===== src/rtl/uart_buf_ctrl_pkg.sv =====
// Shared types and default sizes for the UART buffer controller.
package uart_buf_ctrl_pkg;
   localparam int DATA_BITS_DEF = 8;
   localparam int FIFO_DEF      = 4;

   typedef enum logic [1:0] {
      IDLE,
      START,
      WAIT_ACK,
      WAIT_DONE
   } tx_state_t;
endpackage


===== src/rtl/byte_queue.sv =====
// Shift-register byte queue: head at index 0, push appends at the tail,
// pop shifts toward the head; push and pop may happen in the same cycle.
module byte_queue
   import uart_buf_ctrl_pkg::*;
#(
   parameter int DATA_BITS = DATA_BITS_DEF,
   parameter int FIFO      = FIFO_DEF
) (
   input  logic                       clk,
   input  logic                       rst_n,
   input  logic                       push,
   input  logic [DATA_BITS-1:0]       push_data,
   input  logic                       pop,
   output logic [DATA_BITS-1:0]       q [0:FIFO-1],
   output logic [$clog2(FIFO+1)-1:0]  count,
   output logic                       full
);
   localparam int CNT_W = $clog2(FIFO+1);
   localparam logic [CNT_W-1:0] FULL_CNT = CNT_W'(FIFO);
   localparam logic [CNT_W-1:0] ONE      = CNT_W'(1);

   logic [DATA_BITS-1:0] q_nxt [0:FIFO-1];
   logic [CNT_W-1:0]     cnt_nxt;
   logic [CNT_W-1:0]     wr_idx;
   logic                 pop_ok;
   logic                 push_ok;

   assign pop_ok = pop && (count != '0);
   assign full   = (count == FULL_CNT);

   // A push while full is only accepted when a pop frees the tail slot.
   always_comb begin
      q_nxt   = q;
      push_ok = push && ((count != FULL_CNT) || pop_ok);
      if (pop_ok) begin
         for (int i = 0; i < FIFO-1; i++) q_nxt[i] = q[i+1];
         q_nxt[FIFO-1] = '0;
      end
      wr_idx = pop_ok ? (count - ONE) : count;
      if (push_ok) begin
         for (int i = 0; i < FIFO; i++) begin
            if (CNT_W'(i) == wr_idx) q_nxt[i] = push_data;
         end
      end
      cnt_nxt = count;
      if (push_ok && !pop_ok)      cnt_nxt = count + ONE;
      else if (!push_ok && pop_ok) cnt_nxt = count - ONE;
   end

   always_ff @(posedge clk or negedge rst_n) begin
      if (!rst_n) begin
         for (int i = 0; i < FIFO; i++) q[i] <= '0;
         count <= '0;
      end else begin
         q     <= q_nxt;
         count <= cnt_nxt;
      end
   end
endmodule


===== src/rtl/uart_buf_ctrl.sv =====
// UART buffer controller: TX queue drained through a handshake FSM toward a
// UART transmitter, plus an independent newest-first RX history.
module uart_buf_ctrl
   import uart_buf_ctrl_pkg::*;
#(
   parameter int DATA_BITS = DATA_BITS_DEF,
   parameter int FIFO      = FIFO_DEF
) (
   input  logic                       clk,
   input  logic                       rst_n,
   input  logic                       load_req,
   input  logic [DATA_BITS-1:0]       load_data,
   input  logic                       send_req,
   input  logic                       clr_rx,
   input  logic                       tx_ready,
   output logic                       tx_start,
   output logic [DATA_BITS-1:0]       tx_data,
   input  logic                       rx_valid,
   input  logic [DATA_BITS-1:0]       rx_data,
   output logic [DATA_BITS-1:0]       TXBUF [0:FIFO-1],
   output logic [DATA_BITS-1:0]       RXBUF [0:FIFO-1],
   output logic [$clog2(FIFO+1)-1:0]  tx_count,
   output logic [$clog2(FIFO+1)-1:0]  rx_count,
   output logic                       tx_full,
   output logic                       busy,
   output logic                       rx_overflow
);
   localparam int CNT_W = $clog2(FIFO+1);
   localparam logic [CNT_W-1:0] FULL_CNT = CNT_W'(FIFO);
   localparam logic [CNT_W-1:0] ONE      = CNT_W'(1);

   tx_state_t state;
   logic      pop;
   logic      more_left;

   assign pop       = (state == WAIT_DONE) && tx_ready;
   // A load in the pop cycle is always accepted, so it keeps the drain going.
   assign more_left = (tx_count > ONE) || load_req;
   assign tx_data   = TXBUF[0];

   byte_queue #(
      .DATA_BITS (DATA_BITS),
      .FIFO      (FIFO)
   ) u_tx_queue (
      .clk       (clk),
      .rst_n     (rst_n),
      .push      (load_req),
      .push_data (load_data),
      .pop       (pop),
      .q         (TXBUF),
      .count     (tx_count),
      .full      (tx_full)
   );

   always_ff @(posedge clk or negedge rst_n) begin
      if (!rst_n) begin
         state    <= IDLE;
         tx_start <= 1'b0;
         busy     <= 1'b0;
      end else begin
         tx_start <= 1'b0;
         case (state)
            IDLE: begin
               if (send_req && (tx_count != '0)) begin
                  state <= START;
                  busy  <= 1'b1;
               end
            end
            START: begin
               if (tx_ready) begin
                  tx_start <= 1'b1;
                  state    <= WAIT_ACK;
               end
            end
            WAIT_ACK: begin
               if (!tx_ready) state <= WAIT_DONE;
            end
            WAIT_DONE: begin
               if (tx_ready) begin
                  if (more_left) begin
                     state <= START;
                  end else begin
                     state <= IDLE;
                     busy  <= 1'b0;
                  end
               end
            end
            default: begin
               state <= IDLE;
               busy  <= 1'b0;
            end
         endcase
      end
   end

   // RX history: clear takes priority, but a byte arriving with the clear is kept.
   always_ff @(posedge clk or negedge rst_n) begin
      if (!rst_n) begin
         for (int i = 0; i < FIFO; i++) RXBUF[i] <= '0;
         rx_count    <= '0;
         rx_overflow <= 1'b0;
      end else if (clr_rx) begin
         for (int i = 0; i < FIFO; i++) RXBUF[i] <= '0;
         rx_overflow <= 1'b0;
         if (rx_valid) begin
            RXBUF[0] <= rx_data;
            rx_count <= ONE;
         end else begin
            rx_count <= '0;
         end
      end else if (rx_valid) begin
         RXBUF[0] <= rx_data;
         for (int i = 1; i < FIFO; i++) RXBUF[i] <= RXBUF[i-1];
         if (rx_count == FULL_CNT) rx_overflow <= 1'b1;
         else                      rx_count    <= rx_count + ONE;
      end
   end
endmodule


===== config.mk =====
export PLATFORM = sky130hd
export DESIGN_NAME = uart_buf_ctrl
export DESIGN_NICKNAME = d
export VERILOG_FILES = /design/src/rtl/uart_buf_ctrl_pkg.sv /design/src/rtl/byte_queue.sv /design/src/rtl/uart_buf_ctrl.sv
export SDC_FILE = /design/constraint.sdc
export NUM_CORES = 1
export LEC_CHECK = 0
export CAP_MARGIN = 20
export CORE_ASPECT_RATIO = 1.75
export CORE_UTILIZATION = 41
export DETAILED_ROUTE_END_ITERATION = 8
export PLACE_DENSITY = 0.73
export SYNTH_ARGS = -nofsm -noshare
export SYNTH_HDL_FRONTEND = slang
export SYNTH_HIERARCHICAL = 1
export SYNTH_SLANG_ARGS = --single-unit

===== constraint.sdc =====
create_clock -name clk -period 2.4 [get_ports clk]
set_input_delay 0.48 -clock clk [delete_from_list [all_inputs] [get_ports clk]]
set_output_delay 0.48 -clock clk [all_outputs]
set_load 0.005 [all_outputs]

==> results.md, run 1 <==
- Status: completed
- Total grt overflow: 0
- Clock Skew: 0.00332 ns
- Non-filler cells, final: roughly 540
- Share of post-route cells with drive strength above 1: between 10% and 20%
- Share of the synthesized area in the top cell type: between 40% and 50%
- GRT Max-Usage Layer: met2
- Worst Path Max Fanout: 6
- Hold Crit Class: in -> async
- Worst setup margin: around 0.079 ns
- Startpoint types: register
- Met2 GRT Util: 33.7%
- Clock Sinks: 75
- Cells after synthesis: slightly above 300
- Clock buffer depth: 2
- Gate power share: between 40% and 50%
- Setup_tns: 0 ns
- Final period utilization: a little over nine tenths
- Total Power: 5.67 mW
- Post-synth design cell area: about 3800 sq um
- FF-to-FF Start: u_tx_queue/count[1]
- Fin. Hold Viols: 0
- Critical path class: reg -> out
- Vias in the first global route: roughly 2800
- Share of total power in sequential cells: between 30% and 40%
- Final Util: between 50% and 60%
- WHS: between 0.1 and 0.15 ns
- EDFF count, synth: 0
- CP Capture Type: output pin
- Critical Path AT: around 1.8 ns
- DR vias: 2740
- H-tree Lvls: 3
- Worst skew pair latency: 0.33 ns
- Slew Viols, Final: 0
- Fmax: approximately 0.43 GHz
- # placed instances: between 500 and 600
- Ys flop type: dfrtp_1
- DP Wirelength: about 6.2 mm
- Met3 Use GR: under 10%
- Fin crit period: roughly 2.3 ns
- Initial antenna violation count: 0
- PwrDens: between 1000 and 1500 nW/um^2
- Post-synthesis simple-gate area fraction: 8.35%
- Global Route met1 Usage: about a fifth
- Total Wirelength: between 8 and 9 mm
- Setup WS pre-CTS: 0.0337 ns
- Root Driver: clkbuf_16
- Wire per inst: between 15 and 20 um
- Normalized max-slew margin: 59.0%
- Core Box Area: 8780 sq um
- Mux share of post-synthesis cell area: 21.8%
- Router iterations before antenna repair: 4
- # rows: 45
- Reg2reg path depth: 6
- P_int: 3.74 mW
- Pleak: 2.64 nW
- Post-synthesis xor/xnor area fraction: less than 1%
- Iter 0 DRT Violations: between 100 and 150
- Final setup violation count: 0
- RR Endpoint: u_tx_queue/q[28]
- Worst Tran Pin Value: about 0.61 ns
- Syn avg cell area: around 12 sq um
- Post-synth top area cell: dfrtp_1
- Area grow syn2layout: 39.8%
- Post-synthesis compound-gate area fraction: between 10% and 20%
- Drt drc: 0
- RSZ-0062 raised after global routing: false
- Chip Width: 74.4 um
- Final Cell Area: between 5000 and 6000 sq um
- Syn_nets: between 300 and 400
- ANT nets after route: 0
- First-pass GRT wire length: around 14 mm
- DP Area: approximately 5000 sq um
- Sequential cell area fraction in the yosys report: roughly 50%
- Synth top area cells: dfrtp_1 50%, mux2i_1 22%, ha_1 3.3%, nor2_1 2.9%, buf_4 2.0%
- Chip height: around 130 um
- Worst path required time: between 1.5 and 2 ns
- Buffers on Ports: between 100 and 150
- Vias/cell: between 5 and 6
- Switching share of power: around a third
- Reg2Reg Setup Slack: 0.27 ns
- Tot GR Track Use: between 10% and 20%
- Synth cell types: 48
- Antenna diodes: 0
- Total net switching power: between 1.5 and 2 mW
- Clock group share of total power: 21.4%
- TritonCTS buffer count: 9
- CTS tree: yes
- Placer congestion estimate: ~0.77
- Max-cap viol count: 0
- Max IR drop VDD: around 0.00057 V
- Post-CTS setup buffer count: 0
- Largest net degree at the start of global routing: between 40 and 50
- Initial core utilization: a little over two fifths
- Io pins: roughly 110
- Largest family of logic cells by synthesized area: multiplexers
- Clk pin slew, worst setup/hold paths: around 0.060 ns
- Die area: about 9600 sq um
- Adder-Cell Fraction of Synth Area: under 10%
- Synth Register Bits: 75
- Ys async rst share: between 90% and 100%
- Fin nets: about 450
- Synth warnings: 6
placed cells by master, fill, tap and decap left out, types with 3 or more instances in the layout:
cell / instances
nand2_1: 13
mux2i_1: 81
buf_12: 4
inv_1: 16
buf_4: 13
clkbuf_16: 9
a31oi_1: 3
o21ai_0: 4
a21oi_1: 4
dfrtp_1: 75
a22o_1: 8
nor2_1: 29
clkdlybuf4s50_1: 102
ha_1: 9
logic make-up (layout without fill, tap and decap cells):
group           count (synthesis)  count (layout)
buf+inv                        40             154
compound gates                 39              39
fa+ha+maj                      10              10
mux                            82              82
simple gates                   63              63
flops                          75              75
xor+xnor                        1               1
metal layers:
| metal | part of all wire [%] | wire (um) |
|---|---|---|
| met5 | 0 | 0 |
| met4 | 1.2 | 105 |
| met3 | 6.4 | 550 |
| met2 | 55 | 4730 |
| met1 | 37 | 3150 |
worst max-delay path: stages (launching register included):
cell             delay [ns]
dfrtp_1                0.38
inv_1                  0.18
ha_4                   0.19
buf_4                  0.14
and2_2                 0.14
clkdlybuf4s50_1        0.49
cell type report:
| class | instances | area, sq um |
|---|---|---|
| Fill cell | 740 | 3520 |
| Sequential cell | 75 | 1880 |
| Multi-Input combinational cell | 195 | 1690 |
| Timing Repair Buffer | 120 | 1200 |
| Clock buffer | 10 | 229 |
| Tap cell | 117 | 146 |
| Inverter | 18 | 67.6 |
| Clock inverter | 6 | 42.5 |
cells in the mapped netlist, drive strengths merged (4+ instances only):
cell	instances
mux2i	81
nand2	14
inv	18
nor3	4
buf	19
a22o	8
nor2	29
ha	10
a21oi	4
dfrtp	75
or3	4
o21ai	5
power groups by stage:
stage,Clock [mW],Combinational [mW],Sequential (mW)
floorplan,0,1.37,1.92
global placement,0,2.47,1.91
detailed placement,0,2.53,1.93
CTS,1.25,2.55,1.91
global route,1.30,2.79,1.95
finish,1.21,2.55,1.90
sequential cells by signal (all words and copies together), names as in the netlist:
name and cells:
state 2, rx_count 3, busy 1, u_tx_queue/q 32, u_tx_queue/count 3, RXBUF 32, rx_overflow 1, tx_start 1
repair_timing:
item                                    CTS  global route
pin swaps                                 0             0
gates resized for setup                   2             1
hold buffers                              0             0
endpoints found under the setup margin    1             1
worst max-delay path by stage:
| stage | from | to | slack (ns) | cells after the start |
|---|---|---|---|---|
| 2_1_floorplan | u_tx_queue/count[0] | u_tx_queue/q[24] | 0.11 | 7 |
| 6_report | u_tx_queue/count[1] | tx_full | 0.08 | 5 |
| 3_5_place_dp | tx_ready | u_tx_queue/q[22] | 0.03 | 7 |
| 3_3_place_gp | tx_ready | u_tx_queue/q[27] | 0.10 | 7 |
| 5_1_grt | u_tx_queue/count[1] | tx_full | 0.02 | 5 |
| 4_1_cts | u_tx_queue/count[1] | tx_full | 0.04 | 5 |
(Power assumes the default switching activity.)
==> run 2, diff against run 1 <==
--- a/config.mk
+++ b/config.mk
@@ -10,6 +10,7 @@
 export CORE_UTILIZATION = 41
 export DETAILED_ROUTE_END_ITERATION = 8
 export PLACE_DENSITY = 0.73
+export SKIP_LAST_GASP = 1
 export SYNTH_ARGS = -nofsm -noshare
 export SYNTH_HDL_FRONTEND = slang
 export SYNTH_HIERARCHICAL = 1
==> results of run 2 <==
The final DEF is identical to that of run 1; final timing and power are the same.
==> run 3, diff against run 2 <==
--- a/config.mk
+++ b/config.mk
@@ -5,11 +5,10 @@
 export SDC_FILE = /design/constraint.sdc
 export NUM_CORES = 1
 export LEC_CHECK = 0
-export CAP_MARGIN = 20
 export CORE_ASPECT_RATIO = 1.75
-export CORE_UTILIZATION = 41
+export CORE_UTILIZATION = 44
 export DETAILED_ROUTE_END_ITERATION = 8
-export PLACE_DENSITY = 0.73
+export PLACE_DENSITY = 0.77
 export SKIP_LAST_GASP = 1
 export SYNTH_ARGS = -nofsm -noshare
 export SYNTH_HDL_FRONTEND = slang
==> constraint.sdc (replaced) <==
create_clock -name clk -period 2 [get_ports clk]
set_input_delay 0.4 -clock clk [delete_from_list [all_inputs] [get_ports clk]]
set_output_delay 0.4 -clock clk [all_outputs]
set_load 0.005 [all_outputs]
==> run 3 against run 2 <==
Compared with the run above:
- the flow now finishes with violations (setup timing)
- combinational power increased by 37%
- routed wire length rose by 9.6%
- flip-flop and latch count unchanged
- critical path depth rose by 1
- clock power increased by 33%
- sequential share of layout area shrank 1.4 points
- cell area grew 4.1%
- hold slack got worse by 0.036 ns
- sequential power grew 20%
- power is 30% higher
- global-route usage increased by 2.9 points
- first-iteration DRC count up 15%
- critical path type is now reg -> reg
==> results.md, run 3 (same netlist as run 1, synthesis figures left out) <==
- Fin nets: 468 (+3.5%)
- Clk pin slew, worst setup/hold paths: 0.06 ns (about the same)
- Startpoint types: register
- Final setup violation count: 1 (+1)
- Antenna diodes: 0 (unchanged)
- Commonest cells after routing, fill and taps aside: 101 x clkdlybuf4s50_1, 81 x mux2i_1, 73 x dfrtp_1, 29 x nor2_1, 26 x buf_4
- Tot GR Track Use: 21.8% (+2.9 points)
- Setup_tns: -0.00747 ns (-0.00747 ns)
- Total net switching power: 2.42 mW (+26%)
- Fin crit period: between 2 and 2.5 ns
- Worst path required time: 2.18 ns (+0.26 ns)
- Multi-input logic area: 1720 sq um (+1.7%)
- Normalized max-slew margin: 59.6% (+0.61 points)
- CP Capture Type: register
- Largest net degree at the start of global routing: 47 (+12%)
- Total Power: 7.37 mW (+30%)
- Critical path class: reg -> reg
- Crit path largest cell delay: 0.40 ns (-0.09 ns)
- Clock buffer depth: 2 (unchanged)
- Slew Viols, Final: 0 (unchanged)
- ANT nets after route: 0 (unchanged)
- Commonest non-fill, non-tap cell in the layout: clkdlybuf4s50_1
- Buffers on Ports: 104 (unchanged)
- Worst skew pair latency: 0.33 ns (about the same)
- Io pins: 105 (unchanged)
- Worst setup margin: -0.00747 ns (-0.0866 ns)
- Initial antenna violation count: 0 (unchanged)
- CTS tree: yes
- RSZ-0062 raised after global routing: true
- CP max stage cell: or3_4
- Share of total power in sequential cells: 30.9% (-2.7 points)
- P_int: 4.95 mW (+32%)
- # rows: 44 (-2.2%)
- Largest regs: RXBUF x32, u_tx_queue/q x32
- DR vias: 2872 (+4.8%)
- Status: finished with violations
- Total Wirelength: 9.35 mm (+9.6%)
- Core Box Area: 8310 sq um (-5.4%)
- Initial core utilization: 45.3% (+2.4 points)
- First-pass GRT wire length: 15.1 mm (+11%)
- Gate power share: 47.3% (+2.3 points)
- Setup WS pre-CTS: -0.272 ns (-0.306 ns)
- Clock group share of total power: 21.8% (+0.4 points)
- Pleak: 2.76 nW (+4.5%)
- Chip height: 124 um (-3.4%)
- TritonCTS buffer count: 9 (unchanged)
- H-tree Lvls: 3 (unchanged)
- Critical Path AT: 2.19 ns (+0.35 ns)
- Final period utilization: 100%
- Fin. Hold Viols: 0 (unchanged)
- Sequential cell area: 1880 sq um (+0.13%)
- Chip Width: 71.9 um (-3.4%)
- Fmax: between 0.4 and 0.5 GHz
- Failing checks: setup timing
- Vias in the first global route: 3067 (+9.4%)
- Reg2Reg Setup Slack: -0.007 ns (-0.28 ns)
- Clock Sinks: 75 (unchanged)
- Vias/cell: 5.18 (+2.4%)
- Root Driver: clkbuf_16
- Drt drc: 0 (unchanged)
- PwrDens: 1350 nW/um^2 (+25%)
- Share of post-route cells with drive strength above 1: 17.3% (+4.8 points)
- Area grow syn2layout: 45.5%
- Max-cap viol count: 0 (unchanged)
- Hold Crit Class: in -> async
- Fillers: 650 (-12%)
- Clock Skew: 0.00650 ns (+0.00319 ns)
- Placer congestion estimate: 0.773 (about the same)
- Worst Tran Pin Value: 0.606 ns (-0.00683 ns)
- Switching share of power: 32.8% (-1.1 points)
- Wire per inst: 16.9 um (+7.0%)
- Die area: 8940 sq um (-6.7%)
- Cell Chain, Critical Path: inv_4, ha_4, or3_4, a211oi_4, o2111ai_4, mux2i_1
- Router iterations before antenna repair: 5 (+1)
- Max IR drop VDD: 0.000666 V (+17%)
- Total grt overflow: 0 (unchanged)
- Worst Path Max Fanout: 8 (+2)
- Iter 0 DRT Violations: 167 (+15%)
- DP Wirelength: 6.58 mm (+5.3%)
## run 3: timing repair
action / 4_1_cts / 5_1_grt
gates cloned: 0 / 2
buffers inserted: 4 / 1
setup endpoints to repair: 12 / 32
hold buffers: 0 / 0
pin swaps: 4 / 5
gates resized for setup: 5 / 6
## run 3: final timing paths
check	from	endpoint	cells past startpoint
min in group clk	rx_valid	rx_count[0]	3
worst min-delay path	rst_n	u_tx_queue/count[2]	1
max in group asynchronous	rst_n	RXBUF[19]	2
worst min register to register	RXBUF[7]	RXBUF[7]	2
worst max register to register	u_tx_queue/count[0]	u_tx_queue/q[18]	6
worst max-delay path	u_tx_queue/count[0]	u_tx_queue/q[18]	6
## run 3: final cells by class
class	count	area share, %
timing repair buffer	136	24.9
clock inverter	2	0.640
inverter	18	1.33
clock buffer	13	4.75
tap	115	2.63
sequential	75	34.3
multi-input combinational	195	31.5
## run 3: critical path: cells and delay by family (launching register included)
family,cells,cell delay (ns)
flops,1,0.38
mux,1,0.21
fa+ha+maj,1,0.15
simple gates,1,0.40
buf+inv,1,0.05
compound gates,2,0.66
## run 3: power by group through the flow
| stage | registers (mW) | logic [mW] | clock network, mW |
|---|---|---|---|
| 3_5_place_dp | 2.30 | 3.29 | 0 |
| 5_1_grt | 2.33 | 3.78 | 1.70 |
| 4_1_cts | 2.28 | 3.38 | 1.64 |
| 6_report | 2.28 | 3.49 | 1.61 |
| 3_3_place_gp | 2.28 | 3.16 | 0 |
| 2_1_floorplan | 2.32 | 1.68 | 0 |
## run 3: through the flow
stage	hold WS (ns)	std cells	area [sq um]	util, %
after floorplan	0.104	310	3780	-
after global placement	0.446	532	5060	60.9
after detailed placement	0.457	532	5060	60.9
after CTS	0.101	551	5400	65.0
after global routing	0.135	554	5480	65.9
final	0.0866	554	5480	65.9
## run 3: metal layers
layer	global-route usage [%]	wire, um	vias to the layer above
met5	0	0	-
met3	5.83	464	17
met4	8.65	189	0
li1	-	-	1330
met1	24.6	3460	1434
met2	38.2	5240	91
